[src/rtl/operand_fetch_if.sv]
// operand_fetch_if
//   Bundles every non-clock signal of the operand_fetch stage.
//   in_*  : decode -> stage instruction handshake (valid/ready) and fields
//   rf_*  : stage <-> register file synchronous read port
//   wb_*  : writeback broadcast (same strobe as the register file write)
//   out_* : stage -> execute operand handshake (valid/ready) and fields
//   slave  : view taken by the operand_fetch stage itself
//   master : view taken by the surrounding pipeline / environment
interface operand_fetch_if #(
    parameter int XLEN   = 32,
    parameter int AW     = 5,
    parameter int META_W = 64
);
    logic              in_valid;
    logic              in_ready;
    logic [AW-1:0]     in_rs1;
    logic [AW-1:0]     in_rs2;
    logic              in_use_rs1;
    logic              in_use_rs2;
    logic [AW-1:0]     in_rd;
    logic [META_W-1:0] in_meta;

    logic [AW-1:0]     rf_rs1;
    logic [AW-1:0]     rf_rs2;
    logic              rf_rv;
    logic [XLEN-1:0]   rf_rd1;
    logic [XLEN-1:0]   rf_rd2;

    logic              wb_valid;
    logic [AW-1:0]     wb_rd;
    logic [XLEN-1:0]   wb_data;

    logic              out_valid;
    logic              out_ready;
    logic [XLEN-1:0]   out_rs1_val;
    logic [XLEN-1:0]   out_rs2_val;
    logic [AW-1:0]     out_rd;
    logic [META_W-1:0] out_meta;

    modport slave (
        input  in_valid, in_rs1, in_rs2, in_use_rs1, in_use_rs2, in_rd, in_meta,
        output in_ready,
        output rf_rs1, rf_rs2, rf_rv,
        input  rf_rd1, rf_rd2,
        input  wb_valid, wb_rd, wb_data,
        output out_valid, out_rs1_val, out_rs2_val, out_rd, out_meta,
        input  out_ready
    );

    modport master (
        output in_valid, in_rs1, in_rs2, in_use_rs1, in_use_rs2, in_rd, in_meta,
        input  in_ready,
        input  rf_rs1, rf_rs2, rf_rv,
        output rf_rd1, rf_rd2,
        output wb_valid, wb_rd, wb_data,
        input  out_valid, out_rs1_val, out_rs2_val, out_rd, out_meta,
        output out_ready
    );
endinterface

[src/rtl/operand_fetch.sv]
// operand_fetch
//   RV32I register-read stage between decode and execute. Issues the
//   synchronous register file read on accept, resolves operands one cycle
//   later with writeback forwarding, and holds them in an output register
//   that keeps snooping writebacks while execute stalls.
// Ports:
//   clk   : rising-edge clock
//   reset : asynchronous active-low reset
//   bus   : operand_fetch_if.slave (decode handshake, register file read
//           port, writeback broadcast, execute handshake)
module operand_fetch #(
    parameter int XLEN   = 32,
    parameter int AW     = 5,
    parameter int META_W = 64
) (
    input  logic           clk,
    input  logic           reset,
    operand_fetch_if.slave bus
);

    // S1: read in flight
    logic              s1_valid;
    logic [AW-1:0]     s1_rs1, s1_rs2;
    logic              s1_use1, s1_use2;
    logic [AW-1:0]     s1_rd;
    logic [META_W-1:0] s1_meta;
    logic              s1_hit1, s1_hit2;
    logic [XLEN-1:0]   s1_byp1, s1_byp2;

    // OUT: operands presented to execute
    logic              out_valid;
    logic [XLEN-1:0]   out_rs1_val, out_rs2_val;
    logic [AW-1:0]     out_rs1, out_rs2;
    logic              out_use1, out_use2;
    logic [AW-1:0]     out_rd;
    logic [META_W-1:0] out_meta;

    logic              out_adv;
    logic              in_ready;
    logic              accept;
    logic              s1_adv;
    logic              acc_hit1, acc_hit2;
    logic [XLEN-1:0]   s1_op1, s1_op2;

    assign out_adv  = !out_valid || bus.out_ready;
    assign in_ready = !s1_valid || out_adv;
    assign accept   = bus.in_valid && in_ready;
    assign s1_adv   = s1_valid && out_adv;

    // The register file returns the old value on a same-cycle read/write,
    // so a writeback seen in the accept cycle is captured here.
    assign acc_hit1 = bus.wb_valid && (bus.wb_rd == bus.in_rs1) && (bus.in_rs1 != '0);
    assign acc_hit2 = bus.wb_valid && (bus.wb_rd == bus.in_rs2) && (bus.in_rs2 != '0);

    // Resolved S1 operands. Once S1 has been held for a cycle the hit flag is
    // forced on, so rf_rd* is only ever used in the cycle right after the read.
    always_comb begin
        s1_op1 = bus.rf_rd1;
        if (!s1_use1 || s1_rs1 == '0)
            s1_op1 = '0;
        else if (bus.wb_valid && bus.wb_rd == s1_rs1)
            s1_op1 = bus.wb_data;
        else if (s1_hit1)
            s1_op1 = s1_byp1;
    end

    always_comb begin
        s1_op2 = bus.rf_rd2;
        if (!s1_use2 || s1_rs2 == '0)
            s1_op2 = '0;
        else if (bus.wb_valid && bus.wb_rd == s1_rs2)
            s1_op2 = bus.wb_data;
        else if (s1_hit2)
            s1_op2 = s1_byp2;
    end

    always_ff @(posedge clk or negedge reset) begin
        if (!reset) begin
            s1_valid <= 1'b0;
            s1_rs1   <= '0;
            s1_rs2   <= '0;
            s1_use1  <= 1'b0;
            s1_use2  <= 1'b0;
            s1_rd    <= '0;
            s1_meta  <= '0;
            s1_hit1  <= 1'b0;
            s1_hit2  <= 1'b0;
            s1_byp1  <= '0;
            s1_byp2  <= '0;
        end else if (accept) begin
            s1_valid <= 1'b1;
            s1_rs1   <= bus.in_rs1;
            s1_rs2   <= bus.in_rs2;
            s1_use1  <= bus.in_use_rs1;
            s1_use2  <= bus.in_use_rs2;
            s1_rd    <= bus.in_rd;
            s1_meta  <= bus.in_meta;
            s1_hit1  <= acc_hit1;
            s1_hit2  <= acc_hit2;
            s1_byp1  <= bus.wb_data;
            s1_byp2  <= bus.wb_data;
        end else if (s1_adv) begin
            s1_valid <= 1'b0;
        end else if (s1_valid) begin
            // Held behind a stalled OUT: latch the resolved value so the read
            // data is kept and later writebacks keep being folded in.
            s1_hit1  <= 1'b1;
            s1_hit2  <= 1'b1;
            s1_byp1  <= s1_op1;
            s1_byp2  <= s1_op2;
        end
    end

    always_ff @(posedge clk or negedge reset) begin
        if (!reset) begin
            out_valid   <= 1'b0;
            out_rs1_val <= '0;
            out_rs2_val <= '0;
            out_rs1     <= '0;
            out_rs2     <= '0;
            out_use1    <= 1'b0;
            out_use2    <= 1'b0;
            out_rd      <= '0;
            out_meta    <= '0;
        end else if (s1_adv) begin
            out_valid   <= 1'b1;
            out_rs1_val <= s1_op1;
            out_rs2_val <= s1_op2;
            out_rs1     <= s1_rs1;
            out_rs2     <= s1_rs2;
            out_use1    <= s1_use1;
            out_use2    <= s1_use2;
            out_rd      <= s1_rd;
            out_meta    <= s1_meta;
        end else if (out_valid && !bus.out_ready) begin
            if (bus.wb_valid && bus.wb_rd == out_rs1 && out_rs1 != '0 && out_use1)
                out_rs1_val <= bus.wb_data;
            if (bus.wb_valid && bus.wb_rd == out_rs2 && out_rs2 != '0 && out_use2)
                out_rs2_val <= bus.wb_data;
        end else if (bus.out_ready) begin
            out_valid <= 1'b0;
        end
    end

    assign bus.in_ready    = in_ready;
    assign bus.rf_rs1      = bus.in_rs1;
    assign bus.rf_rs2      = bus.in_rs2;
    assign bus.rf_rv       = accept;
    assign bus.out_valid   = out_valid;
    assign bus.out_rs1_val = out_rs1_val;
    assign bus.out_rs2_val = out_rs2_val;
    assign bus.out_rd      = out_rd;
    assign bus.out_meta    = out_meta;

endmodule

[src/flat_wrapper.sv]
// flat-port wrapper written by rule: the top's interface ports become plain ports
module operand_fetch_flat 
#(
    parameter int XLEN   = 32,
    parameter int AW     = 5,
    parameter int META_W = 64
)
  (clk, reset, bus_in_valid, bus_in_rs1, bus_in_rs2, bus_in_use_rs1, bus_in_use_rs2, bus_in_rd, bus_in_meta, bus_in_ready, bus_rf_rs1, bus_rf_rs2, bus_rf_rv, bus_rf_rd1, bus_rf_rd2, bus_wb_valid, bus_wb_rd, bus_wb_data, bus_out_valid, bus_out_rs1_val, bus_out_rs2_val, bus_out_rd, bus_out_meta, bus_out_ready);
  operand_fetch_if #(.XLEN(XLEN), .AW(AW), .META_W(META_W)) bus_i ();
  input  logic clk;
  input  logic reset;
  input wire logic [$bits(bus_i.in_valid)-1:0] bus_in_valid;
  input wire logic [$bits(bus_i.in_rs1)-1:0] bus_in_rs1;
  input wire logic [$bits(bus_i.in_rs2)-1:0] bus_in_rs2;
  input wire logic [$bits(bus_i.in_use_rs1)-1:0] bus_in_use_rs1;
  input wire logic [$bits(bus_i.in_use_rs2)-1:0] bus_in_use_rs2;
  input wire logic [$bits(bus_i.in_rd)-1:0] bus_in_rd;
  input wire logic [$bits(bus_i.in_meta)-1:0] bus_in_meta;
  output wire logic [$bits(bus_i.in_ready)-1:0] bus_in_ready;
  output wire logic [$bits(bus_i.rf_rs1)-1:0] bus_rf_rs1;
  output wire logic [$bits(bus_i.rf_rs2)-1:0] bus_rf_rs2;
  output wire logic [$bits(bus_i.rf_rv)-1:0] bus_rf_rv;
  input wire logic [$bits(bus_i.rf_rd1)-1:0] bus_rf_rd1;
  input wire logic [$bits(bus_i.rf_rd2)-1:0] bus_rf_rd2;
  input wire logic [$bits(bus_i.wb_valid)-1:0] bus_wb_valid;
  input wire logic [$bits(bus_i.wb_rd)-1:0] bus_wb_rd;
  input wire logic [$bits(bus_i.wb_data)-1:0] bus_wb_data;
  output wire logic [$bits(bus_i.out_valid)-1:0] bus_out_valid;
  output wire logic [$bits(bus_i.out_rs1_val)-1:0] bus_out_rs1_val;
  output wire logic [$bits(bus_i.out_rs2_val)-1:0] bus_out_rs2_val;
  output wire logic [$bits(bus_i.out_rd)-1:0] bus_out_rd;
  output wire logic [$bits(bus_i.out_meta)-1:0] bus_out_meta;
  input wire logic [$bits(bus_i.out_ready)-1:0] bus_out_ready;
  assign bus_i.in_valid = bus_in_valid;
  assign bus_i.in_rs1 = bus_in_rs1;
  assign bus_i.in_rs2 = bus_in_rs2;
  assign bus_i.in_use_rs1 = bus_in_use_rs1;
  assign bus_i.in_use_rs2 = bus_in_use_rs2;
  assign bus_i.in_rd = bus_in_rd;
  assign bus_i.in_meta = bus_in_meta;
  assign bus_in_ready = bus_i.in_ready;
  assign bus_rf_rs1 = bus_i.rf_rs1;
  assign bus_rf_rs2 = bus_i.rf_rs2;
  assign bus_rf_rv = bus_i.rf_rv;
  assign bus_i.rf_rd1 = bus_rf_rd1;
  assign bus_i.rf_rd2 = bus_rf_rd2;
  assign bus_i.wb_valid = bus_wb_valid;
  assign bus_i.wb_rd = bus_wb_rd;
  assign bus_i.wb_data = bus_wb_data;
  assign bus_out_valid = bus_i.out_valid;
  assign bus_out_rs1_val = bus_i.out_rs1_val;
  assign bus_out_rs2_val = bus_i.out_rs2_val;
  assign bus_out_rd = bus_i.out_rd;
  assign bus_out_meta = bus_i.out_meta;
  assign bus_i.out_ready = bus_out_ready;
  operand_fetch #(.XLEN(XLEN), .AW(AW), .META_W(META_W)) u_core (.clk(clk), .reset(reset), .bus(bus_i));
endmodule
[config.mk]
export PLATFORM = sky130hd
export DESIGN_NAME = operand_fetch_flat
export DESIGN_NICKNAME = d
export VERILOG_FILES = /design/src/rtl/operand_fetch_if.sv /design/src/rtl/operand_fetch.sv /design/src/flat_wrapper.sv
export SDC_FILE = /design/constraint.sdc
export NUM_CORES = 1
export LEC_CHECK = 0
export ABC_AREA = 1
export ABC_CLOCK_PERIOD_IN_PS = 1600
export BUFFER_PORTS_ARGS = -buffer_cell sky130_fd_sc_hd__buf_2
export CAP_MARGIN = 15
export CORE_UTILIZATION = 40
export CTS_CLUSTER_SIZE = 28
export DETAILED_ROUTE_END_ITERATION = 10
export GPL_TIMING_DRIVEN = 0
export SYNTH_ARGS = -nofsm -noshare
export SYNTH_HDL_FRONTEND = slang
export SYNTH_SLANG_ARGS = --single-unit
[constraint.sdc]
create_clock -name clk -period 1.6 [get_ports clk]
set_input_delay 0.24 -clock clk [delete_from_list [all_inputs] [get_ports clk]]
set_output_delay 0.24 -clock clk [all_outputs]
set_load 0.01 [all_outputs]
# After elaboration in Yosys (flattened, before gate mapping)

Cells that the tools add are included.

Reduce and logical (&&, ||, !) cells: 40
Muxes and demuxes: 27
Equality and inequality tests: 8

Operators by type and width:

| kind                                           | count |
|---|---|
| 2-to-1 mux 32 bit                              | 18 |
| equality test 5 bit                            | 6 |
| nonzero test 5 bit                             | 4 |
| logical AND 1 bit                              | 15 |
| nonzero test 2 bit                             | 6 |
| zero test 5 bit                                | 2 |
| 2-to-1 mux 1 bit                               | 9 |
| AND reduction 2 bit                            | 4 |
| zero test 1 bit                                | 5 |
| logical OR 1 bit                               | 4 |
| != test 2 x 1 -> 1 bit (second input constant) | 1 |
| != test 2 bit (second input constant)          | 1 |

Logic and storage cells: 95
Output and inout port bits: 146
Flip-flop bits (word level): 294
Bits of input ports: 187

# Logic depth before layout (Yosys ltp)

Depth after elaboration: 7
Mapped depth: 12
Gate-level depth less buffers: 9

# Worst setup path before layout

Ideal clock, no wire load.

Kind: register to output
Start point: reg u_core.out_valid (netlist: u_core.bus.out_valid)
End point: out bus_rf_rv
Cell stages (with the launch flop): 8
Data arrival time: 1.323 ns
Data required time: 1.360 ns
Path slack: 0.037 ns
Buffers on the path: 2
Cells stage by stage: dfrtp_1 > inv_2 > nor2_4 > nand2_2 > nand2_1 > inv_2 > buf_2 > buf_2

Longest elaborated chain between the ends: 4

RTL lines:

| item                   | line                 | RTL |
|---|---|---|
| start, declared        | operand_fetch.sv:31  | `logic out_valid;` |
| start signal, assigned | operand_fetch.sv:116 | `out_valid <= 1'b0;` |
| start signal, assigned | operand_fetch.sv:126 | `out_valid <= 1'b1;` |
| start signal, assigned | operand_fetch.sv:141 | `out_valid <= 1'b0;` |
| zero test 1 bit        | operand_fetch.sv:45  | `assign out_adv = !out_valid \|\| bus.out_ready;` |
| logical OR 1 bit       | operand_fetch.sv:45  |  |
| logical OR 1 bit       | operand_fetch.sv:46  | `assign in_ready = !s1_valid \|\| out_adv;` |
| via bus_in_ready       | flat_wrapper.sv:19   | `output wire logic [$bits(bus_i.in_ready)-1:0] bus_in_ready;` |
| logical AND 1 bit      | operand_fetch.sv:47  | `assign accept = bus.in_valid && in_ready;` |
| end, declared          | flat_wrapper.sv:22   | `output wire logic [$bits(bus_i.rf_rv)-1:0] bus_rf_rv;` |

The timed path passes the listed nets, and every way through them passes these cells.

# Worst setup path after layout

Start point: reg u_core.out_valid (netlist: u_core.bus.out_valid)
End point: reg u_core.out_rs1_val[30] (netlist: u_core.bus.out_rs1_val[30])

Longest elaborated chain between the ends: 5
Elaborated cells on any way between the ends: 8
Those cells by class: 1 x mux; 7 x reduce/logical

RTL lines:

| item                                 | line                 | RTL |
|---|---|---|
| zero test 1 bit                      | operand_fetch.sv:45  |  |
| logical OR 1 bit                     | operand_fetch.sv:45  |  |
| logical AND 1 bit                    | operand_fetch.sv:48  | `assign s1_adv = s1_valid && out_adv;` |
| nonzero test 2 bit (no source line)  | --                   |  |
| AND reduction 2 bit (no source line) | --                   |  |
| end signal, assigned                 | operand_fetch.sv:127 | `out_rs1_val <= s1_op1;` |
| end signal, assigned                 | operand_fetch.sv:137 | `out_rs1_val <= bus.wb_data;` |
| end, declared                        | operand_fetch.sv:32  | `logic [XLEN-1:0] out_rs1_val, out_rs2_val;` |

Parallel ways exist; a longest one is shown, timed or not.
A chain may end at the register's enable or synchronous reset.

==> impl_metrics.tcl <==
set metrics [dict create \
    status "complete, but fails checks" \
    violations "negative setup slack" \
    start_util_pct 40.9 \
    p_switching_mw 8.58 \
    routed_wl_mm 62.5 \
    path_max_fanout 5 \
    clkTransAtPathRegs_ns 0.06 \
    chipHeight_um 191 \
    hold_path.class "in -> reg" \
    synth_area_leaders "dfrtp_1, nand2_1, nand3_1, o21ai_1, inv_1" \
    critPathCaptureType "flip-flop" \
    cts_tree "yes" \
    clock_latency_ns 0.53 \
    synthAdderAreaFrac_pct 0 \
    grt_overflow 0 \
    ys_seq_area_share_pct 51.7 \
    grt_use_total_pct 32.4 \
    fin_ws_ns -0.315 \
    slew_violations 0 \
    setup_viol 212 \
    drc_errors 0 \
    yosys.area.top_type "dfrtp_1" \
    final_cell_count_no_fill 2936 \
    core_um2 34800 \
    start_kind "flip-flop" \
    tightest_slew_ns 0.729 \
    post-route-util_pct 68.2 \
    fin_worst_skew_ns 0.0111 \
    ys_warn_count 0 \
    vias_per_cell 5.44 \
    gp_congestion 0.967 \
    crit_arrival_ns 2.33 \
    intPower_mw 17.2 \
    met1_usage_pct 41.0 \
    synth_xor_area_share_pct 0.185 \
    syn-num-nets 2063 \
    synth.distinct_cells 26 \
    comb_power_share_pct 29.4 \
    die_area_um2 36300 \
    swShare_pct 33.3 \
    dr_total_vias 16000 \
    multiInputGateArea_um2 7990 \
    cts_buffers 35 \
    max-clock-path-buffers 3 \
    ios 333 \
    grt-busiest-layer "met2" \
    grt_antenna_before_repair 4 \
    p_leak_nw 12.2 \
    finalSetupTns_ns -32.42 \
    layout_common_cells "nand2_1, buf_2, dfrtp_1" \
    fin_area_um2 23700 \
    fp.dieW_um 191 \
    finalHoldViolations 0 \
    post_dp_cell_area_um2 16500 \
    dpl.hpwl_mm 38.5 \
    power_density_nw_per_um2 1080 \
    syn_area_um2 14200 \
    drtIter0Drc 1507 \
    grt_max_degree 106 \
    num_rows 68 \
    peakVddDrop_mv 0.849 \
    wl_per_cell_um 21.3 \
    synth_cells 1876 \
    fin_nets 2639 \
    synth_top_area_share_pct 51.7 \
    slew_headroom_pct 51.4 \
    first_pass_iters 5 \
    final_common_cell "nand2_1" \
    seq_power_share_pct 36.7 \
    grt_pass1_vias 15400 \
    synth_compound_area_share_pct 8.79 \
    fin_crit_sh_pct 120 \
    fmax_ghz 0.522 \
    synth_top_family_by_area "simple AND/OR/NAND/NOR gates" \
    synthToLayoutAreaGrowth_pct 66.7 \
    dpl.cell_count 2663 \
    rsz0062_at_grt "true" \
    ys_seq_elements 294 \
    crit_required_ns 2.01 \
    critPathKind "reg -> reg" \
    max-cap-violations 0 \
    grt_first_pass_wirelength_mm 89.3 \
    post-place-ws_ns -0.756 \
    pwr-share-clk_pct 33.9 \
    synth_simple_gate_area_share_pct 31.3 \
    avgSynthCellArea_um2 7.59 \
    htree_levels 2 \
    final_antenna_net_count 0 \
    final_layout_size_suffix_gt1_share_pct 44.5 \
    clock-sinks 294 \
    fillers 2649 \
    final-seq-area_um2 7360 \
    grtUsageMet3_pct 8.39 \
    io_buffer_count 330 \
    cts-root-buf "clkbuf_16" \
    layout_min_cycle_time_ns 1.92 \
    synthMuxAreaShare_pct 0 \
    grtUsageMet2_pct 52.4 \
]
## registers in the layout, summed over array words and instances (netlist names)
register and flops:
u_core.s1_rd 5, u_core.bus.out_valid 1, u_core.bus.out_rd 5, u_core.s1_use2 1, u_core.s1_use1 1, u_core.s1_hit1 1, u_core.s1_byp1 32, u_core.out_rs2 5
u_core.out_use2 1, u_core.s1_meta 64, u_core.bus.out_meta 64, u_core.s1_rs1 5, u_core.bus.out_rs2_val 32, u_core.s1_hit2 1, u_core.s1_rs2 5, u_core.s1_valid 1
u_core.s1_byp2 32, u_core.bus.out_rs1_val 32, u_core.out_use1 1, u_core.out_rs1 5
## worst max-delay path: stages, from the launching register on
cell	delay, ns
dfrtp_1	0.36
inv_2	0.06
nor2_4	0.13
buf_6	0.12
buf_6	0.09
buf_6	0.09
nand3_4	0.07
nor2_4	0.13
nand3_4	0.13
buf_6	0.18
buf_6	0.13
clkbuf_16	0.16
nand3_1	0.06
nand3_1	0.08
## per-stage QoR
step	hold slack (ns)	total power, mW
detailed placement	0.318	14.4
CTS	0.000507	24.3
finish	0.0125	25.7
global placement	0.447	14.3
global route	0.0131	26.7
floorplan	-0.0556	12.1
## routing by layer
| layer | wire length (µm) | vias up |
|---|---|---|
| li1 | - | 7249 |
| met1 | 24100 | 7632 |
| met2 | 29300 | 900 |
| met3 | 6160 | 196 |
| met4 | 2870 | 2 |
| met5 | 17 | - |
## timing repair
item                                    4_1_cts  5_1_grt
endpoints found under the setup margin      295      281
pin swaps                                    29       94
setup buffers                                63       29
gates cloned                                 21       20
endpoints found under the hold margin       193        2
hold buffers                                 93        1
gates resized for setup                     542      534
## cell families (layout without fill, tap and decap cells)
| kind of cell | count (synthesis) | after routing |
|---|---|---|
| compound gates | 238 | 238 |
| xor+xnor | 3 | 3 |
| buf+inv | 275 | 877 |
| simple gates | 1066 | 1066 |
| other cells | 0 | 3 |
| flops | 294 | 294 |
## final cells by class
class | count | share of cell area [%]
Multi-Input combinational cell | 1307 | 33.7
Tap cell | 455 | 2.40
Sequential cell | 294 | 31.0
Clock buffer | 49 | 4.21
Timing Repair Buffer | 547 | 19.0
Inverter | 145 | 2.58
Buffer | 122 | 6.14
Clock inverter | 14 | 0.991
Antenna cell | 3 | 0.0316
## final timing paths
kind / startpoint / endpoint / slack, ns / cells after the start
worst max-delay path: u_core.bus.out_valid / u_core.bus.out_rs1_val[30] / -0.32 / 13
worst min-delay path: bus_wb_data[8] / u_core.s1_byp2[8] / 0.01 / 3
worst max register to register: u_core.bus.out_valid / u_core.bus.out_rs1_val[30] / -0.32 / 13
worst min register to register: u_core.s1_rd[0] / u_core.bus.out_rd[0] / 0.48 / 2
max in group asynchronous: reset / u_core.s1_byp1[12] / 0.25 / 3
min in group asynchronous: reset / u_core.s1_rs1[2] / 0.33 / 2
## power by group through the flow
stage / registers [mW] / clock network [mW] / logic (mW)
final: 9.45 / 8.72 / 7.57
after global placement: 9.35 / 0 / 4.95
after CTS: 9.28 / 8.74 / 6.24
after global routing: 9.55 / 9.08 / 8.11
after floorplan: 9.55 / 0 / 2.53
after detailed placement: 9.37 / 0 / 5.02
## Yosys cell counts
library cell / n
clkbuf_1: 65
nor2_4: 1
buf_4: 12
dfrtp_1: 294
buf_2: 26
o21ai_2: 10
buf_6: 5
inv_2: 14
buf_1: 22
o21ai_0: 95
nand2_1: 657
o211ai_1: 3
nor2_2: 1
a22oi_1: 1
nand3_2: 1
nand3_1: 330
xor2_1: 3
a211oi_1: 1
o22ai_1: 8
inv_1: 131
nor3_1: 2
nor2_1: 66
nand4_1: 7
a21oi_1: 14
o21ai_1: 106
nand2_2: 1
No activity file was read; power rests on OpenSTA's default activity.
